$ cat config.mk
export PLATFORM = sky130hd
export DESIGN_NAME = mux_gate_unit
export DESIGN_NICKNAME = d
export VERILOG_FILES = /design/src/rtl/mux_gate_unit.sv
export SDC_FILE = /design/constraint.sdc
export NUM_CORES = 1
export LEC_CHECK = 0
export BUFFER_PORTS_ARGS = -buffer_cell sky130_fd_sc_hd__buf_2
export CORE_MARGIN = 3
export CORE_UTILIZATION = 25
export CTS_CLUSTER_DIAMETER = 80
export DETAILED_ROUTE_END_ITERATION = 12
export GPL_TIMING_DRIVEN = 0
export HOLD_SLACK_MARGIN = 0.06
export SKIP_LAST_GASP = 1
export SLEW_MARGIN = 20
export SYNTH_ARGS = -nofsm -noshare
export SYNTH_HDL_FRONTEND = slang
export SYNTH_SLANG_ARGS = --single-unit
$ cat constraint.sdc
create_clock -name clk -period 2.3 [get_ports clk]
set_input_delay 0 -clock clk [delete_from_list [all_inputs] [get_ports clk]]
set_output_delay 0 -clock clk [all_outputs]
set_load 0.005 [all_outputs]
$ cat src/rtl/mux_gate_unit.sv
// Two-stage valid/ready bitwise logic unit: each result bit is a 4:1 mux over a
// truth table resolved at operand acceptance, with registered zero/parity flags.

package mux_gate_unit_pkg;

   typedef enum logic [2:0] {
      OP_OR     = 3'd0,
      OP_AND    = 3'd1,
      OP_NAND   = 3'd2,
      OP_NOR    = 3'd3,
      OP_XOR    = 3'd4,
      OP_XNOR   = 3'd5,
      OP_USER   = 3'd6,
      OP_PASS_A = 3'd7
   } op_e;

   // Truth tables indexed by {a,b}; bit 0 is the a=0,b=0 entry.
   localparam logic [3:0] TT_OR     = 4'b1110;
   localparam logic [3:0] TT_AND    = 4'b1000;
   localparam logic [3:0] TT_NAND   = 4'b0111;
   localparam logic [3:0] TT_NOR    = 4'b0001;
   localparam logic [3:0] TT_XOR    = 4'b0110;
   localparam logic [3:0] TT_XNOR   = 4'b1001;
   localparam logic [3:0] TT_PASS_A = 4'b1100;

endpackage

module mux_gate_unit
   import mux_gate_unit_pkg::*;
#(
   parameter int WIDTH = 8
) (
   input  logic             clk,
   input  logic             rst_n,
   input  logic             in_valid,
   output logic             in_ready,
   input  logic [WIDTH-1:0] in_a,
   input  logic [WIDTH-1:0] in_b,
   input  logic [2:0]       in_op,
   input  logic             cfg_we,
   input  logic [3:0]       cfg_lut,
   output logic             out_valid,
   input  logic             out_ready,
   output logic [WIDTH-1:0] out_y,
   output logic             out_zero,
   output logic             out_parity
);

   logic [3:0]       user_tt;
   logic [3:0]       resolved_tt;

   logic             s1_valid;
   logic [WIDTH-1:0] s1_a;
   logic [WIDTH-1:0] s1_b;
   logic [3:0]       s1_tt;

   logic [WIDTH-1:0] y_c;
   logic             s2_adv;
   logic             in_fire;

   // Flow control: S2 advances when it is empty or its result leaves this cycle.
   assign s2_adv   = s1_valid && (!out_valid || out_ready);
   assign in_ready = rst_n && (!s1_valid || s2_adv);
   assign in_fire  = in_valid && in_ready;

   // NOTE: every combinational output gets a default before the case, so no
   // path leaves it unassigned and no latch is inferred.
   always_comb begin
      resolved_tt = TT_PASS_A;
      case (op_e'(in_op))
         OP_OR:     resolved_tt = TT_OR;
         OP_AND:    resolved_tt = TT_AND;
         OP_NAND:   resolved_tt = TT_NAND;
         OP_NOR:    resolved_tt = TT_NOR;
         OP_XOR:    resolved_tt = TT_XOR;
         OP_XNOR:   resolved_tt = TT_XNOR;
         OP_USER:   resolved_tt = user_tt;
         OP_PASS_A: resolved_tt = TT_PASS_A;
         default:   resolved_tt = TT_PASS_A;
      endcase
   end

   always_comb begin
      y_c = '0;
      for (int i = 0; i < WIDTH; i++) begin
         y_c[i] = s1_tt[{s1_a[i], s1_b[i]}];
      end
   end

   // NOTE: state uses non-blocking assignments so every register samples the
   // pre-edge value of every other register, regardless of block ordering.
   always_ff @(posedge clk or negedge rst_n) begin
      if (!rst_n) begin
         user_tt <= 4'b0000;
      end else if (cfg_we) begin
         user_tt <= cfg_lut;
      end
   end

   // USER resolves against user_tt before this edge, so a write in the same
   // cycle only affects later transfers.
   always_ff @(posedge clk or negedge rst_n) begin
      if (!rst_n) begin
         s1_valid <= 1'b0;
         s1_a     <= '0;
         s1_b     <= '0;
         s1_tt    <= '0;
      end else if (in_fire) begin
         s1_valid <= 1'b1;
         s1_a     <= in_a;
         s1_b     <= in_b;
         s1_tt    <= resolved_tt;
      end else if (s2_adv) begin
         s1_valid <= 1'b0;
      end
   end

   always_ff @(posedge clk or negedge rst_n) begin
      if (!rst_n) begin
         out_valid  <= 1'b0;
         out_y      <= '0;
         out_zero   <= 1'b0;
         out_parity <= 1'b0;
      end else if (s2_adv) begin
         out_valid  <= 1'b1;
         out_y      <= y_c;
         out_zero   <= ~|y_c;
         out_parity <= ^y_c;
      end else if (out_ready) begin
         out_valid  <= 1'b0;
      end
   end

endmodule

# [Word level (Yosys, flattened, before mapping)]
# Cells that the tools add are included.
# Widths: inputs -> output; s select.
[op_classes] magnitude_cmp=8 n_eq_ne=7 n_reduce_logical=13 n_mux=21
[ops] op="$pmux 4 s8" count=1
[ops] op="$lt 2x3->1 const B" count=8
[ops] op="$bmux 1 s2" count=8
[ops] op="$eq 3x3->1 const B" count=4
[ops] op="$mux 1" count=12
[ops] op="$reduce_or 8->1" count=1
[ops] op="$reduce_xor 8->1" count=1
[ops] op="$eq 3x2->1 const B" count=2
[ops] op="$reduce_bool 2->1" count=2
[ops] op="$eq 3x1->1 const B" count=1
[ops] op="$logic_and 1x1->1" count=3
[ops] op="$logic_not 1->1" count=3
[ops] op="$logic_not 3->1" count=1
[ops] op="$logic_or 1x1->1" count=2
[word_totals] wordCells=58 register_bits=36

# [Longest topological paths before layout]
# Gate-level depths: netlist (run 1).
[logic_depth] ltp_word=7 depth_mapped=6

# [Least setup slack after synthesis (run 1)]
# OpenSTA, ideal clock, no wires.
[synth_timing] path_kind="register to register" start="register s1_tt[3]" end="register out_parity" required_time_ns=2.175 path_buffers=0 setup_time_ns=0.125 stages_incl_launch_ff=7 arrival_ns=1.704 setup_slack_ns=0.472 path_cell_list="dfrtp_1 mux4_2 inv_1 ha_1 xor2_1 xnor2_1 mux2_2"
[synth_via] elab_chain_cells=3 elab_cells_between_ends=17 cone_classes="mux: 16; reduce/logical: 1"
[synth_rtl] item="from (decl)" line_no="55" text="logic [3:0] s1_tt;"
[synth_rtl] item="from (signal assigned)" line_no="112" text="s1_tt <= resolved_tt;"
[synth_rtl] item="$bmux 1 s2" line_no="86" text="y_c[i] = s1_tt[{s1_a[i], s1_b[i]}];"
[synth_rtl] item="$mux 1 (implied by the code)" line_no="86"
[synth_rtl] item="$reduce_xor 8->1 *" line_no="128" text="out_parity <= ^y_c;"
[synth_rtl] item="to (signal assigned)" line_no="128"
[synth_rtl] item="to (decl)" line_no="46" text="output logic out_parity"
# Mark *: on every way between the ends. The rest lies on a longest branch, timed or not. The select of a mux whose other input is x is not followed.
# A chain may end at the register's enable or synchronous reset.

# [Worst setup path in the final report (run 1)]
# Ends and elaborated chain as after synthesis.

==> results of run 1 <==
-- cells by family (layout without fill, tap and decap cells) --
logic type | Yosys count | in the layout
flip-flops | 36 | 36
adder cells (fa/ha/maj) | 4 | 4
AO/OA/AOI/OAI | 5 | 5
AND/OR/NAND/NOR | 12 | 12
multiplexers | 43 | 43
XOR/XNOR | 3 | 3
buffers and inverters | 13 | 87
-- layout make-up --
type                            count  area (sq um)  area share [%]
Multi-Input combinational cell     67           747            31.7
Timing Repair Buffer               67           475            20.2
Clock inverter                      1          5.00           0.213
Inverter                           11          41.3            1.75
Clock buffer                        6          72.6            3.08
Tap cell                           77          96.3            4.09
Sequential cell                    36           901            38.3
Buffer                              2          15.0           0.638
-- placed cells by master, fill, tap and decap left out, drive strengths merged --
cell type,count
buf,41
dfrtp,36
mux2,31
dlygate4sd3,28
inv,11
mux4,8
clkbuf,6
mux2i,4
ha,4
nand2,3
nand3b,2
nand2b,2
xnor2,2
and2,1
nand3,1
a21oi,1
nand4,1
xor2,1
nor2,1
o21bai,1
nor2b,1
o21ai,1
a31oi,1
a41oi,1
clkinv,1
-- registers in the layout, indices dropped and copies added, names as in the netlist --
| signal | flops |
|---|---|
| out_parity | 1 |
| out_valid | 1 |
| out_y | 8 |
| out_zero | 1 |
| s1_a | 8 |
| s1_b | 8 |
| s1_tt | 4 |
| s1_valid | 1 |
| user_tt | 4 |
-- stage by stage --
step / area (sq um) / cells / hold WS [ns] / utilization [%] / total power [mW]
6_report: 2350 / 267 / 0.0731 / 36.2 / 1.95
2_1_floorplan: 1700 / 116 / -0.296 / - / 1.30
5_1_grt: 2350 / 267 / 0.0935 / 36.2 / 2.10
3_5_place_dp: 2000 / 232 / 0.155 / 30.7 / 1.52
3_3_place_gp: 2000 / 232 / 0.143 / 30.7 / 1.50
4_1_cts: 2350 / 267 / 0.0661 / 36.2 / 1.98
-- synthesized netlist by cell type (all sizes together), types with 2 or more instances --
cell,n
nand2,3
xnor2,2
nand3b,2
buf,2
mux2i,4
ha,4
nand2b,2
inv,11
mux4,8
dfrtp,36
mux2,31
-- worst max-delay path, stage by stage, from the launching register on --
cell	delay [ns]
dfrtp_1	0.48
mux4_2	0.54
inv_1	0.08
ha_1	0.23
xor2_1	0.17
xnor2_1	0.13
mux2_2	0.26
-- how the worst max path moves through the flow --
stage	start	end	cells past startpoint
5_1_grt	rst_n	s1_tt[0]	5
3_3_place_gp	s1_tt[0]	out_parity	6
4_1_cts	s1_tt[0]	out_parity	6
3_5_place_dp	s1_tt[0]	out_parity	6
6_report	s1_tt[3]	out_parity	6
2_1_floorplan	s1_tt[3]	out_parity	6
-- layer usage --
layer  global-route usage (%)  vias to the layer above
met4                     4.12                        0
met1                     11.5                      568
met3                     3.17                        5
met5                        0                        -
met2                     16.0                       25
li1                         -                      563
-- power by group --
group	switching [mW]	internal, mW	total (mW)
Sequential	0.108	0.787	0.895
Combinational	0.236	0.406	0.642
Clock	0.210	0.206	0.416
-- repair_timing --
action,CTS,global route
hold buffers,28,0
setup endpoints to repair,0,0
hold endpoints to repair,58,0
buffers inserted,0,0
==> qor.csv, run 1 <==
stage,metric,value,unit
run,Max Cap Viol,0,
sta,RSZ-0062 raised after global routing,no,
final_layout,fin nets,222,
clock_network,CTS tree,done,
run_status,status,finished clean,
critical_path,Arrival @ worst endpoint,2.17,ns
sta,Worst slew margin,45.0,%
hold_path,worst min path class,in -> reg,
synthesis,post-synth top area share,52.9,%
sta,FMAX,500,MHz
clock_network,post-cts sizing count,0,
synthesis,post-synthesis compound-gate area fraction,1.91,%
final_layout,area delta synth->final,38.1,%
clock_network,"Clk Latency, worst-skew pair",0.29,ns
synthesis,Synth Area in XOR/XNOR,1.54,%
route,met2 wire length,1670,um
synthesis,Avg Inst Size Synth,14.7,sq um
sta,fin. max-slew vios,0,
synthesis,synthesized flop and latch total,36,
route,DRT Wirelength,3490,um
synthesis,Post-Synth Simple-Gate Area,4.04,%
synthesis,synthesized instance count,116,
synthesis,main combinational cell family by area after synthesis,multiplexers,
clock_network,Clock Sinks,36,
power,Max IR drop VDD,0.251,mV
placed_design,dpl hpwl,2500,um
route,ANT nets after route,0,
route,post-DR vias/cell,4.35,
critical_path,WS Path Type,reg -> reg,
synthesis,Post-synth EDFFs,0,
clock_network,CTS buffer count,5,
floorplanning,initial core utilization,26.2,%
critical_path,crit-path max FO,9,
sta,Hold Fails Final Rpt,0,
final_layout,layout cell share with drive strength beyond 1,45.8,%
clock_network,H-tree levels,2,
route,met3 wire length,162,um
critical_path,Setup crit end kind,flop,
sta,TNS Setup,0,ns
synthesis,"Primary FF master, synth",dfrtp_1,
sta,min Tclk post-route,2.00,ns
route,Metal-1 WL,1590,um
sta,PnR worst setup slack,0.300,ns
synthesis,Netlist cell types,23,
global_route,Global Route Usage Sum,9.66,%
synthesis,async set-reset flop share out of synthesis,100,%
placed_design,pre-CTS setup slack,0.299,ns
power,P_leak,1.08,nW
synthesis,YS warnings,0,
placed_design,PortBufs,39,
synthesis,leading area contributor after synthesis,dfrtp_1,
final_layout,n_diodes,0,
global_route,initial antenna violation count,0,
synthesis,syn nets,148,
route,via count,1161,
synthesis,adder-cell share of the synthesized area,2.94,%
sta,Final Skew,0.00743,ns
critical_path,Worst Path Required,2.47,ns
route,uppermost layer routed,met4,
route,DRC errors left,0,
synthesis,synthesized area,1700,sq um
hold_path,WHS Path Cells,3,
floorplanning,Core ar.,6490,sq um
global_route,GRT Residual Overflow,0,
final_layout,FILL cells,638,
floorplanning,Die H,88.6,um
placed_design,Placer Congestion,0.678,
hold_path,min-delay src,in_op[0],
synthesis,post-synthesis mux area share,33.4,%
floorplanning,Die Width,88.6,um
route,drt wl/cell,13.1,um
synthesis,part of the Yosys area used for sequential elements,52.9,%
critical_path,Reg2Reg Launch Point,s1_tt[3],
global_route,global-route wire length before repair,5640,um
route,TritonRoute pass-1 iters,4,
hold_path,Hold EP,s1_tt[1],
sta,period utilization,87.0,%
clock_network,clk slew on worst S/H paths,0.07,ns
critical_path,R2R setup slack,0.30,ns
global_route,vias in the first global route,1186,
floorplanning,Site Rows,29,
floorplanning,die area,7840,sq um
critical_path,startpoint types,flop,
global_route,largest net degree at the start of global routing,40,
sta,# setup viols final,0,
critical_path,FF-to-FF End,out_parity,
synthesis,dominant cells by area after synthesis,"dfrtp_1 53%, mux2_2 20%, mux4_2 11%, ha_1 2.9%, inv_1 2.4%",
sta,Slew @ Worst Pin,0.825,ns
power,cell area power density,830,nW/um^2
floorplanning,# IOs,40,
route,Iteration-0 DRC Markers,19,
clock_network,Clock Root Buffer,clkbuf_8,
clock_network,Longest Clk Path Bufs,2,
critical_path,worst r2r path cells,6,
(Power assumes the default switching activity.)
==> inputs of run 2 (changes only) <==
Settings changed: REMOVE_ABC_BUFFERS set to 1.
==> run 2 against run 1 <==
Against the previous run: combinational power about the same; power rose by 1.8%; first-iteration DRC count rose by 89%; critical path depth stayed put; maximum frequency grew 0.32%; final cell count fell by 0.37%; worst setup slack improved by 0.0064 ns; critical path type unchanged.
==> qor.csv, run 2 (synthesis gave the netlist of run 1 again) <==
stage,metric,value,unit,change
final_layout,n_diodes,0,,unchanged
sta,min Tclk post-route,1.99,ns,-0.00635 ns
critical_path,Worst Path Required,2.47,ns,about the same
floorplanning,Core ar.,6490,sq um,unchanged
critical_path,crit-path max FO,9,,unchanged
placed_design,Placer Congestion,0.721,,+6.3%
placed_design,PortBufs,39,,unchanged
sta,Final Skew,0.00346,ns,-0.00397 ns
placed_design,dpl hpwl,2410,um,-3.3%
power,Max IR drop VDD,0.326,mV,+30%
sta,TNS Setup,0,ns,unchanged
placed_design,dpl cell area,1980,sq um,-0.75%
critical_path,Worst Path Buf+Inv,1,,unchanged
clock_network,"Clk Latency, worst-skew pair",0.28,ns,about the same
run_status,status,finished clean,,
power,Final Power,1.99,mW,+1.8%
floorplanning,Die H,88.6,um,unchanged
route,DRT Wirelength,3460,um,-0.95%
sta,fin. max-slew vios,0,,unchanged
route,ANT nets after route,0,,unchanged
global_route,vias in the first global route,1217,,+2.6%
global_route,largest net degree at the start of global routing,37,,-7.5%
critical_path,R2R setup slack,0.31,ns,about the same
power,cell area power density,842,nW/um^2,+1.5%
global_route,Global Route Usage Sum,9.51,%,-0.15 points
sta,Hold Fails Final Rpt,0,,unchanged
final_layout,Largest regs,"out_y: 8 flops, s1_a: 8 flops, s1_b: 8 flops",,
floorplanning,# IOs,40,,unchanged
clock_network,Clock Sinks,36,,unchanged
final_layout,fin nets,220,,-0.90%
clock_network,post-cts sizing count,0,,unchanged
floorplanning,Die Width,88.6,um,unchanged
clock_network,H-tree levels,2,,unchanged
sta,PnR worst setup slack,0.306,ns,+0.00635 ns
global_route,global-route wire length before repair,5690,um,+0.98%
final_layout,"commonest cells after routing, fill and taps aside","39 x buf_2, 36 x dfrtp_1, 31 x mux2_2",,
critical_path,critical-path cell list,mux4_2 > inv_1 > ha_1 > xor2_1 > xnor2_1 > mux2_2,,
route,Iteration-0 DRC Markers,36,,+17
clock_network,Longest Clk Path Bufs,2,,unchanged
sta,Slew @ Worst Pin,0.938,ns,+0.113 ns
hold_path,worst min path class,in -> reg,,
floorplanning,Site Rows,29,,unchanged
critical_path,Max stage delay on crit path,0.51,ns,-0.03 ns
critical_path,Setup crit end kind,flop,,
clock_network,hold_buf cts,28,,unchanged
clock_network,CTS tree,done,,
final_layout,FILL cells,641,,+0.47%
floorplanning,initial core utilization,26.2,%,unchanged
route,TritonRoute pass-1 iters,2,,-2
route,drt wl/cell,13.0,um,-0.57%
clock_network,Clock Root Buffer,clkbuf_8,,
placed_design,pre-CTS setup slack,-0.0332,ns,-0.332 ns
power,P_leak,1.08,nW,+0.11%
clock_network,CTS buffer count,5,,unchanged
floorplanning,die area,7840,sq um,unchanged
global_route,initial antenna violation count,0,,unchanged
sta,RSZ-0062 raised after global routing,no,,
sta,# setup viols final,0,,unchanged
critical_path,Top Family by Delay on Critical Path,multiplexers,,
critical_path,WS Path Type,reg -> reg,,
final_layout,"commonest non-fill, non-tap cell in the layout",buf_2,,
final_layout,layout cell share with drive strength beyond 1,45.5,%,-0.29 points
route,DRC errors left,0,,unchanged
clock_network,clk slew on worst S/H paths,0.07,ns,about the same
clock_network,setup bufs post-CTS,0,,unchanged
final_layout,Post-Layout Inst Area,2360,sq um,+0.32%
final_layout,area delta synth->final,38.5,%,
route,post-DR vias/cell,4.43,,+1.9%
global_route,GRT Residual Overflow,0,,unchanged
final_layout,Register Area,901,sq um,unchanged
critical_path,Arrival @ worst endpoint,2.16,ns,about the same
sta,FMAX,502,MHz,+0.32%
final_layout,Multi-input gate area,747,sq um,unchanged
critical_path,startpoint types,flop,,
sta,period utilization,86.7,%,-0.28 points
sta,Worst slew margin,37.3,%,-7.7 points
route,via count,1179,,+1.6%
run,Max Cap Viol,0,,unchanged
critical_path,slowest CP cell,mux4_2,,
## run 2: final cells by class
class | instances | area share [%]
Sequential cell | 36 | 38.2
Multi-Input combinational cell | 67 | 31.6
Timing Repair Buffer | 67 | 20.6
Tap cell | 77 | 4.08
Clock buffer | 8 | 3.82
Inverter | 11 | 1.75
## run 2: layer usage
layer / share of wire [%] / vias up / routed length [um] / global-route usage (%)
met3: 4.0 / 5 / 138 / 2.33
met4: 1.1 / 0 / 39 / 3.30
met5: 0 / - / 0 / 0
met1: 46 / 584 / 1580 / 11.6
met2: 49 / 26 / 1700 / 16.4
li1: - / 564 / - / -
## run 2: path summary, 6_finish.rpt
kind / depth (start not counted) / end / start
max: 6 / out_parity / s1_tt[3]
min reg2reg: 1 / out_y[6] / out_y[6]
max reg2reg: 6 / out_parity / s1_tt[3]
max in group asynchronous: 3 / out_y[3] / rst_n
min in group asynchronous: 3 / out_y[0] / rst_n
min: 3 / s1_tt[0] / in_op[1]
## run 2: power by group
part / leakage [nW] / total, mW / internal, mW / switching, mW
Sequential: 0.424 / 0.892 / 0.787 / 0.105
Clock: 0.0455 / 0.451 / 0.244 / 0.206
Combinational: 0.615 / 0.645 / 0.404 / 0.241
Total: 1.08 / 1.99 / 1.44 / 0.553
## run 2: per-stage QoR
stage / instances / utilization (%) / hold WS (ns)
after global placement: 230 / 30.5 / 0.146
after detailed placement: 230 / 30.5 / 0.146
after global routing: 266 / 36.4 / 0.0901
final: 266 / 36.4 / 0.0738
after floorplan: 114 / - / -0.296
after CTS: 266 / 36.4 / 0.0679
## run 2: tightest hold or removal path, cell delays in order
cell     delay [ns]
buf_2          0.12
o21ai_0        0.08
a41oi_1        0.11
